`src/rtl/counter_display_scan.sv`:
```
// -----------------------------------------------------------------------------
// counter_display_scan
//
// Display back-end for the stopwatch. Takes the binary minute, second and
// hundredths fields and drives a 6-digit multiplexed 7-segment display laid
// out as MM.SS.hh (anode bit 5 is the leftmost digit).
//
// A snapshot of the three fields is taken once per scan frame, at the moment
// the scan wraps from digit 5 back to digit 0. Because of this, one frame can
// never show values taken at different times. Hundredths above 99 are stored
// as 99. Minutes and seconds are stored as they arrive, so 60..63 appear on
// the display unchanged.
//
// Parameters:
//   SCAN_DIV       clk_core cycles spent on each digit slot (>= 2)
//   SEG_ACTIVE_LOW 1 = seg_o/dp_o/an_o active low (common anode), 0 = active high
//
// Ports:
//   clk_core  in   system clock, rising edge
//   rst       in   synchronous active-high reset
//   min_i     in   [5:0] minutes, binary
//   sec_i     in   [5:0] seconds, binary
//   ms_10_i   in   [6:0] hundredths, binary
//   seg_o     out  [6:0] segments {g,f,e,d,c,b,a}, registered
//   dp_o      out  decimal point of the selected digit, registered
//   an_o      out  [5:0] digit enables (one-hot when active), registered
//
// Optional build macro:
//   LEADING_ZERO_BLANK_EN - when defined, the minutes-tens slot is blanked
//   (segments and dp off) if that digit is zero. Its anode still pulses, so
//   scan timing and brightness stay the same.
// -----------------------------------------------------------------------------
module counter_display_scan #(
   parameter int SCAN_DIV       = 50000,
   parameter int SEG_ACTIVE_LOW = 1
) (
   input  logic       clk_core,
   input  logic       rst,
   input  logic [5:0] min_i,
   input  logic [5:0] sec_i,
   input  logic [6:0] ms_10_i,
   output logic [6:0] seg_o,
   output logic       dp_o,
   output logic [5:0] an_o
);

   localparam int          CNT_W    = (SCAN_DIV > 2) ? $clog2(SCAN_DIV) : 1;
   localparam logic [CNT_W-1:0] CNT_LAST = CNT_W'(SCAN_DIV - 1);
   localparam logic        POL      = (SEG_ACTIVE_LOW != 0) ? 1'b1 : 1'b0;

   // Tens digit of a value 0..99.
   function automatic logic [3:0] bcd_tens(input logic [6:0] v);
      logic [6:0] q;
      q = v / 7'd10;
      return q[3:0];
   endfunction

   // Units digit of a value 0..99.
   function automatic logic [3:0] bcd_units(input logic [6:0] v);
      logic [6:0] r;
      r = v % 7'd10;
      return r[3:0];
   endfunction

   // Active-high 7-segment pattern {g,f,e,d,c,b,a}; non-decimal codes are dark.
   function automatic logic [6:0] seg_enc(input logic [3:0] d);
      logic [6:0] p;
      case (d)
         4'd0:    p = 7'b0111111;
         4'd1:    p = 7'b0000110;
         4'd2:    p = 7'b1011011;
         4'd3:    p = 7'b1001111;
         4'd4:    p = 7'b1100110;
         4'd5:    p = 7'b1101101;
         4'd6:    p = 7'b1111101;
         4'd7:    p = 7'b0000111;
         4'd8:    p = 7'b1111111;
         4'd9:    p = 7'b1101111;
         default: p = 7'b0000000;
      endcase
      return p;
   endfunction

   logic [CNT_W-1:0] div_cnt_q, div_cnt_d;
   logic [2:0]       dig_q, dig_d;
   logic [5:0]       min_s_q, min_s_d;
   logic [5:0]       sec_s_q, sec_s_d;
   logic [6:0]       ms_s_q, ms_s_d;
   logic [6:0]       seg_q, seg_d;
   logic             dp_q, dp_d;
   logic [5:0]       an_q, an_d;

   logic             tick_s;
   logic [3:0]       nib_s;
   logic             blank_s;
   logic [6:0]       seg_act_s;
   logic [5:0]       an_act_s;
   logic             dp_act_s;

   // Scan divider, digit index and frame-boundary snapshot.
   always_comb begin
      tick_s    = (div_cnt_q == CNT_LAST);
      div_cnt_d = div_cnt_q;
      dig_d     = dig_q;
      min_s_d   = min_s_q;
      sec_s_d   = sec_s_q;
      ms_s_d    = ms_s_q;
      if (tick_s) begin
         div_cnt_d = '0;
         if (dig_q == 3'd5) begin
            dig_d   = 3'd0;
            min_s_d = min_i;
            sec_s_d = sec_i;
            ms_s_d  = (ms_10_i > 7'd99) ? 7'd99 : ms_10_i;
         end else begin
            dig_d = dig_q + 3'd1;
         end
      end else begin
         div_cnt_d = div_cnt_q + CNT_W'(1);
      end
   end

   // Select the BCD digit for the current slot and build next output values.
   always_comb begin
      blank_s = 1'b0;
      case (dig_q)
         3'd0:    nib_s = bcd_units(ms_s_q);
         3'd1:    nib_s = bcd_tens(ms_s_q);
         3'd2:    nib_s = bcd_units({1'b0, sec_s_q});
         3'd3:    nib_s = bcd_tens({1'b0, sec_s_q});
         3'd4:    nib_s = bcd_units({1'b0, min_s_q});
         3'd5: begin
            nib_s = bcd_tens({1'b0, min_s_q});
`ifdef LEADING_ZERO_BLANK_EN
            blank_s = (nib_s == 4'd0);
`else
            blank_s = 1'b0;
`endif
         end
         default: nib_s = 4'hF;
      endcase
      if (blank_s) begin
         seg_act_s = 7'b0000000;
         dp_act_s  = 1'b0;
      end else begin
         seg_act_s = seg_enc(nib_s);
         dp_act_s  = (dig_q == 3'd2) || (dig_q == 3'd4);
      end
      an_act_s = 6'b000001 << dig_q;
      // XOR with the polarity flag turns active-high patterns into pin levels.
      seg_d = seg_act_s ^ {7{POL}};
      dp_d  = dp_act_s ^ POL;
      an_d  = an_act_s ^ {6{POL}};
   end

   // State and output registers with synchronous reset.
   always_ff @(posedge clk_core) begin
      if (rst) begin
         div_cnt_q <= '0;
         dig_q     <= 3'd0;
         min_s_q   <= 6'd0;
         sec_s_q   <= 6'd0;
         ms_s_q    <= 7'd0;
         seg_q     <= {7{POL}};
         dp_q      <= POL;
         an_q      <= {6{POL}};
      end else begin
         div_cnt_q <= div_cnt_d;
         dig_q     <= dig_d;
         min_s_q   <= min_s_d;
         sec_s_q   <= sec_s_d;
         ms_s_q    <= ms_s_d;
         seg_q     <= seg_d;
         dp_q      <= dp_d;
         an_q      <= an_d;
      end
   end

   assign seg_o = seg_q;
   assign dp_o  = dp_q;
   assign an_o  = an_q;

endmodule

```
`config.mk`:
```
export PLATFORM = sky130hd
export DESIGN_NAME = counter_display_scan
export DESIGN_NICKNAME = d
export VERILOG_FILES = /design/src/rtl/counter_display_scan.sv
export SDC_FILE = /design/constraint.sdc
export NUM_CORES = 1
export LEC_CHECK = 0
export CORE_AREA = 5 5 109 111
export DETAILED_ROUTE_END_ITERATION = 7
export DIE_AREA = 0 0 114 116
export MAX_ROUTING_LAYER = met4
export PLACE_DENSITY_LB_ADDON = 0.12
export SETUP_SLACK_MARGIN = 0.4
export SLEW_MARGIN = 20
export SYNTH_ARGS = -nofsm -noshare
export SYNTH_HDL_FRONTEND = slang
export SYNTH_SLANG_ARGS = --single-unit
export TNS_END_PERCENT = 100
```
`constraint.sdc`:
```
create_clock -name clk_core -period 4 [get_ports clk_core]
set_input_delay 0.8 -clock clk_core [delete_from_list [all_inputs] [get_ports clk_core]]
set_output_delay 0.8 -clock clk_core [all_outputs]
set_load 0.01 [all_outputs]
```
; ---- Word-level counts from Yosys, hierarchy flattened
; Memories as Yosys holds them, arrays and structs flattened.
; Cells that the tools add are included.
[op_classes]
n_addsub = 2
div_mod_pow = 6
magnitude_cmp = 1
eq_ne = 6
shift = 1
n_mux = 3
bitwise_logic = 3
n_reduce_logical = 4
[ops]
columns = operator, count
row1 = case mux 4 bit (6 select lines), 1
row2 = "adder 16 x 1 -> 16 bit, second input constant", 1
row3 = "equality test 16 bit, second input constant", 1
row4 = "divider 6 x 4 -> 7 bit, second input constant", 2
row5 = "remainder unit 6 x 4 -> 7 bit, second input constant", 2
row6 = "divider 7 x 4 -> 7 bit, second input constant", 1
row7 = "> comparator 7 bit, second input constant", 1
row8 = "remainder unit 7 x 4 -> 7 bit, second input constant", 1
row9 = 2-to-1 mux 7 bit, 1
row10 = NOT 7 bit, 1
row11 = "equality test 3 x 2 -> 1 bit, second input constant", 2
row12 = "equality test 3 bit, second input constant", 2
row13 = NOT 6 bit, 1
row14 = "<< shifter 1 x 3 -> 6 bit, first input constant", 1
row15 = "adder 3 x 1 -> 3 bit, second input constant", 1
row16 = "equality test 3 x 1 -> 1 bit, second input constant", 1
row17 = zero test 3 bit, 1
row18 = 2-to-1 mux 3 bit, 1
row19 = AND reduction 2 bit, 1
row20 = OR reduction 2 bit, 1
row21 = logical OR 1 bit, 1
row22 = NOT 1 bit, 1
[totals]
reg_bits = 52
rom_bits = 112
word_cells = 35
n_memories = 1
[memory_table]
columns = memory, words, word_bits, read_ports, rd_clocked_by_memory_dff, wr, line
row1 = (no name shown), 16, 7, 1, 0, 0, 68  ; case (d)

; ---- Logic depth before layout (Yosys ltp)
; Gate-level depths: netlist (run 1).
; An unclocked memory read counts as a cell.
[depth]
ltp_word = 4
depth_mapped = 19
mapped_depth_nobuf = 16

; ---- Worst setup path before layout (run 1)
; OpenSTA, ideal clock, no wires.
[synth_path]
kind = flip-flop to flip-flop
from = register dig_q[1]
to = register seg_q[4], in the netlist seg_o[4]
arrival_ns = 3.461
required_time_ns = 3.930
path_slack_ns = 0.469
stages_incl_launch_ff = 18
path_cell_list = dfxtp_1 buf_4 buf_6 buf_2 buf_1 and2_1 ha_1 and2_1 and2_1 a221oi_2 nand3_1 a41o_1 o31a_1 o211ai_1 inv_1 ha_1 mux2_2 a21oi_1
[synth_via]
elab_chain_len = 4
[synth_rtl]
columns = item, line
row1 = "start, declared", 85  ; logic [2:0] dig_q, dig_d;
row2 = "start signal, assigned", 169  ; dig_q <= dig_d;
row3 = equality test 3 bit (tied with other cells), 126  ; case (dig_q)
row4 = case mux 4 bit (6 select lines) (*), 126
row5 = memory (16 x 7 bit) (*), n/a
row6 = NOT 7 bit (no source line) (*), n/a
row7 = "end signal, assigned", 164  ; seg_q <= {7{POL}};
row8 = "end signal, assigned", 173  ; seg_q <= seg_d;
row9 = "end, declared", 89  ; logic [6:0] seg_q, seg_d;
; Every way passes the cells marked *; elsewhere a longest branch is shown, timed or not.
; A chain may end at the register's enable or synchronous reset.

; ---- Final worst setup path (run 1)
[layout_path]
from = register dig_q[1]
to = register seg_q[2], in the netlist seg_o[2]
; Same word-level chain as after synthesis.

==> results.toml, run 1 <==
[run_status]
status = "completed"

[place]
dp_cells = 555
gp_congestion = 0.901
dp_hpwl_mm = 6.30
port_buffers = 34
placed_cell_area_um2 = 3540

[logic_synthesis]
avgSynthCellArea_um2 = 7.77
netlist_area_um2 = 3030
synth_ff_type = "dfxtp_1"
synth_edf_count = 0
synth_top_cell_by_area = "dfxtp_1"
synth.distinct_cells = 66
synth_top_cell_area_share = 0.343
postSynthCellCount = 390
yosys_warnings = 0
async_flop_share = 0
yosys-top-cells-area = "dfxtp_1, nand2_1, nor2_1, a21oi_1, ha_1"
syn-num-nets = 419
synth_seq_area_share = 0.343
synth-seq-cells = 52

[critical_path]
slowest_stage = "or4b_1"
path_max_fanout = 12
worst-r2r-cell-count = 14
max_stage_delay_ps = 470
arrival_ps = 3680
path_class = "reg -> reg"
reg2reg_slack_ps = 530
crit_chain = "buf_4 -> nor2_1 -> a21boi_0 -> o21ai_1 -> and2_4 -> nand4_1 -> and3_1 -> ha_1 -> inv_1 -> a41oi_1 -> or3_1 -> a31o_2 -> or4b_1 -> o31a_1"
end_kind = "register"
cp.required_ps = 4210
startpoint_type = "register"

[cells_and_area]
num_antenna_cells = 0
fin_area_um2 = 3680
layout-drive-gt1-share = 0.104
area_delta_synth_final_pct = 21.5
stdcell_count = 564
nets = 452
nFillCells = 1151

[clock_network]
htree_levels = 2
cts.sinks = 52
cts_buffer_depth = 2
hold_buffers = 0
root_buffer = "clkbuf_8"
clk-insertion-delay-late_ps = 310
numCtsBuffers = 5
cts.clk_slew.worst_paths_ps = 90
cts_tree = "built"

[min_path]
hold_class = "reg -> reg"
whs_path_depth = 1

[sta]
hold_viol_final = 0
final.setup.tns_ps = 0
relSlewSlack = 0.533
max_slew.worst_pin.slew_ps = 701
setup_viol_count_final = 0
finalHoldWorstSlack_ps = 458
period_minus_slack_ps = 3470
rsz0062_at_grt = "false"
clock_skew_ps = 8.47
fmax_mhz = 288
period_share = 0.867
maxSlewViolCount = 0

[detailed_routing]
wirelength_mm = 8.17
drt-pass1-iter-count = 4
routedWlPerCell_um = 14.5
post-route-drc-count = 0
dr.first_iter.drc_count = 176
vias = 2860
ant_nets = 0
vias_per_cell = 5.07

[power]
worst_ir_drop_vdd_uv = 144
powerDensity_nw_per_um2 = 237
p_leak_uw = 0.00130

[floorplanning]
die_area_um2 = 13200
design.portCount = 35
coreArea_um2 = 10700
die_h_um = 116
die_width_um = 114
rows = 38
start_util = 0.283

[grt]
grt_max_degree = 22
grt_pass1_vias = 2697
antenna_found_initial = 0
grt_pass1_wl_mm = 13.4
grt.overflow.total = 0
gr-usage-all-layers = 0.130

[flow_run]
drv_cap = 0
## state kept, by name, summed over array words and instances, names as in the netlist
name and flops:
dig_q 3, an_o 6, dp_o 1, sec_s_q 6, div_cnt_q 16, seg_o 7
min_s_q 6, ms_s_q 7
## where the power goes
part	leakage, uW	switching, uW	internal (uW)
Combinational	0.000826	20.1	29.2
Clock	0.0000456	174	125
Sequential	0.000424	2.54	523
Total	0.00130	196	677
## what timing repair did
action                     4_1_cts  5_1_grt
pin swaps                        1        0
setup endpoints to repair        6        7
setup buffers                    1        0
gates resized for setup          2       13
## through the flow
step | utilization | power, uW | worst slack (ps)
floorplan | - | 556 | 469
global placement | 0.331 | 588 | 309
detailed placement | 0.331 | 589 | 261
CTS | 0.340 | 894 | 418
global route | 0.344 | 916 | 393
finish | 0.344 | 874 | 531
## layout make-up
class / instances / area [um^2] / share of cell area
multi-input cells: 303 / 1880 / 0.511
clock inverters: 2 / 13.8 / 0.00374
inverters: 14 / 52.6 / 0.0143
repair buffers: 47 / 442 / 0.120
well taps: 140 / 175 / 0.0475
clock buffers: 6 / 72.6 / 0.0197
flip-flops and latches: 52 / 1050 / 0.284
## cells in the mapped netlist (5+ instances only)
| cell | n |
|---|---|
| nor3_1 | 11 |
| a22oi_1 | 5 |
| nor2_1 | 42 |
| inv_1 | 14 |
| o21ai_0 | 7 |
| o21ai_1 | 6 |
| a21oi_1 | 28 |
| and2_1 | 12 |
| ha_1 | 8 |
| xnor2_1 | 7 |
| nand2_1 | 59 |
| xor2_1 | 11 |
| nand3_1 | 19 |
| o211ai_1 | 5 |
| dfxtp_1 | 52 |
| clkbuf_1 | 12 |
## placed cells by master (no fill, tap or decap), drive strengths merged, types with 3 or more instances in the layout
cell            n
nor2           43
nor3           12
a21boi          3
o211ai          5
nand3b          4
clkbuf          6
o21ai          13
and2           12
a221oi          4
nor2b           4
xnor2           7
nand4           3
a21oi          29
dfxtp          52
nor3b           3
a32oi           4
a22o            3
a22oi           5
buf            13
inv            15
mux2i           3
and3            3
xor2           12
nand3          19
ha              8
a221o           3
a21o            3
clkdlybuf4s50  34
nand2          59
## worst paths after layout
kind,end,startpoint
setup / recovery,seg_o[2],dig_q[1]
hold / removal,div_cnt_q[0],div_cnt_q[0]
setup reg to reg,seg_o[2],dig_q[1]
hold reg to reg,div_cnt_q[0],div_cnt_q[0]
## cell families after synthesis
| family | Yosys count | share of synthesized area |
|---|---|---|
| simple gates | 176 | 0.278 |
| compound gates | 96 | 0.225 |
| flops | 52 | 0.343 |
| buf+inv | 35 | 0.0499 |
| xor+xnor | 19 | 0.0574 |
| fa+ha+maj | 8 | 0.0330 |
| mux | 4 | 0.0136 |
## metal layers
| layer | track usage | routed length [um] |
|---|---|---|
| met3 | 0.0235 | 248 |
| met5 | - | 0 |
| met1 | 0.162 | 3900 |
| met2 | 0.214 | 3880 |
| met4 | 0.0380 | 148 |
## critical path, delay by kind of cell (launching register included)
kind / cells / cell delay [ps]
AOI/OAI and AO/OA: 5 / 900
adders and majority gates: 1 / 210
buffers and inverters: 2 / 280
DFF: 1 / 390
and+or+nand+nor: 6 / 1570
Power figures use the tool's default switching activity.
==> inputs of run 2 (changes only) <==
Settings changed: TNS_END_PERCENT 100 to 30.
==> results.toml, run 2 (synthesized netlist as in run 1, its figures left out) <==
[place]
gp_congestion = 0.901
port_buffers = 34
dp_hpwl_mm = 6.30

[critical_path]
path_class = "reg -> reg"
worst-r2r-cell-count = 14
arrival_ps = 3680
reg2reg_slack_ps = 530
worstReg2RegEnd = "seg_o[2]"
cp.required_ps = 4210
timing.rr.start = "dig_q[1]"
max_stage_delay_ps = 470
startpoint_type = "register"
crit_chain = "buf_4 -> nor2_1 -> a21boi_0 -> o21ai_1 -> and2_4 -> nand4_1 -> and3_1 -> ha_1 -> inv_1 -> a41oi_1 -> or3_1 -> a31o_2 -> or4b_1 -> o31a_1"
slowest_stage = "or4b_1"
path_max_fanout = 12
end_kind = "register"

[floorplanning]
die_area_um2 = 13200
rows = 38
design.portCount = 35
start_util = 0.283
coreArea_um2 = 10700
die_width_um = 114
die_h_um = 116

[grt]
gr-usage-all-layers = 0.130
grt_pass1_wl_mm = 13.4
grt_max_degree = 22
grt.overflow.total = 0
grt_pass1_vias = 2697
antenna_found_initial = 0

[min_path]
whs_path_depth = 1
min-delay-start = "div_cnt_q[0]"
hold_end = "div_cnt_q[0]"
hold_class = "reg -> reg"

[detailed_routing]
dr.first_iter.drc_count = 176
wl_met1_mm = 3.90
post-route-drc-count = 0
wl_met3_um = 250
vias = 2863
routedWlPerCell_um = 14.5
drt-pass1-iter-count = 4
ant_nets = 0
vias_per_cell = 5.08
wirelength_mm = 8.17
wl_met2_mm = 3.88
highest_layer = "met4"

[cells_and_area]
layout-drive-gt1-share = 0.104
largest_register = "div_cnt_q"
largest_reg_flops = 16
num_antenna_cells = 0
final_cell_mix = "nand2_1, dfxtp_1, nor2_1, clkdlybuf4s50_1, a21oi_1"
final_common_cell = "nand2_1"
fin_util = 0.344
area_delta_synth_final_pct = 21.5
nets = 452

[sta]
period_share = 0.867
maxSlewViolCount = 0
final.setup.tns_ps = 0
relSlewSlack = 0.533
fmax_mhz = 288
clock_skew_ps = 8.47
hold_viol_final = 0
setup_viol_count_final = 0
max_slew.worst_pin.slew_ps = 701
rsz0062_at_grt = "true"
period_minus_slack_ps = 3470

[power]
p_leak_uw = 0.00129
powerDensity_nw_per_um2 = 237
worst_ir_drop_vdd_uv = 144

[clock_network]
cts.sinks = 52
root_buffer = "clkbuf_8"
cts.clk_slew.worst_paths_ps = 90
hold_buffers = 0
cts_tree = "built"
cts_buffer_depth = 2
clk-insertion-delay-late_ps = 310
numCtsBuffers = 5
htree_levels = 2

[run_status]
status = "completed"

[flow_run]
drv_cap = 0
==> run 2: cell counts in the layout (fill, tap and decap cells not counted) <==
No cell type changed its count.
==> run 2: critical path: cells and delay by family, from the launching register on <==
family	cells	cell delay [ps]
flops	1	390
compound gates	5	900
buf+inv	2	280
fa+ha+maj	1	210
simple gates	6	1570
==> run 2: timing repair <==
| action | 4_1_cts | 5_1_grt |
|---|---|---|
| pin swaps | 1 | 0 |
| setup buffers | 1 | 0 |
| gates cloned | 0 | 0 |
| gates resized for setup | 0 | 14 |
| setup endpoints to repair | 6 | 7 |
==> run 2: stage by stage <==
| stage | instance area (um^2) | hold WS, ps | worst slack [ps] | instances | total power (uW) |
|---|---|---|---|---|---|
| finish | 3680 | 458 | 531 | 564 | 874 |
| global route | 3680 | 489 | 383 | 564 | 916 |
| detailed placement | 3540 | 446 | 261 | 555 | 589 |
| global placement | 3540 | 432 | 309 | 555 | 588 |
| floorplan | 3030 | 413 | 469 | 390 | 556 |
| CTS | 3630 | 461 | 351 | 564 | 894 |
==> run 2: layer usage <==
layer,up-vias,track usage
met5,-,-
met2,54,0.214
met3,11,0.0235
li1,1451,-
met4,0,0.0380
met1,1347,0.162
==> run 2: how the worst max path moves through the flow <==
| stage | start | end |
|---|---|---|
| final | dig_q[1] | seg_o[2] |
| after CTS | dig_q[1] | seg_o[2] |
| after floorplan | dig_q[1] | seg_o[4] |
| after global routing | dig_q[1] | seg_o[4] |
| after global placement | dig_q[1] | seg_o[4] |
| after detailed placement | dig_q[1] | seg_o[5] |
==> run 2: report_power, final <==
part	leakage (uW)	internal [uW]	switching [uW]
Clock	0.0000456	125	174
Combinational	0.000823	29.2	20.1
Sequential	0.000424	523	2.54
==> run 2: cell type report <==
class,count,area (um^2)
clock buffers,6,72.6
clock inverters,2,13.8
fillers,1149,7010
inverters,14,52.6
multi-input cells,303,1880
flip-flops and latches,52,1050
well taps,140,175
repair buffers,47,442
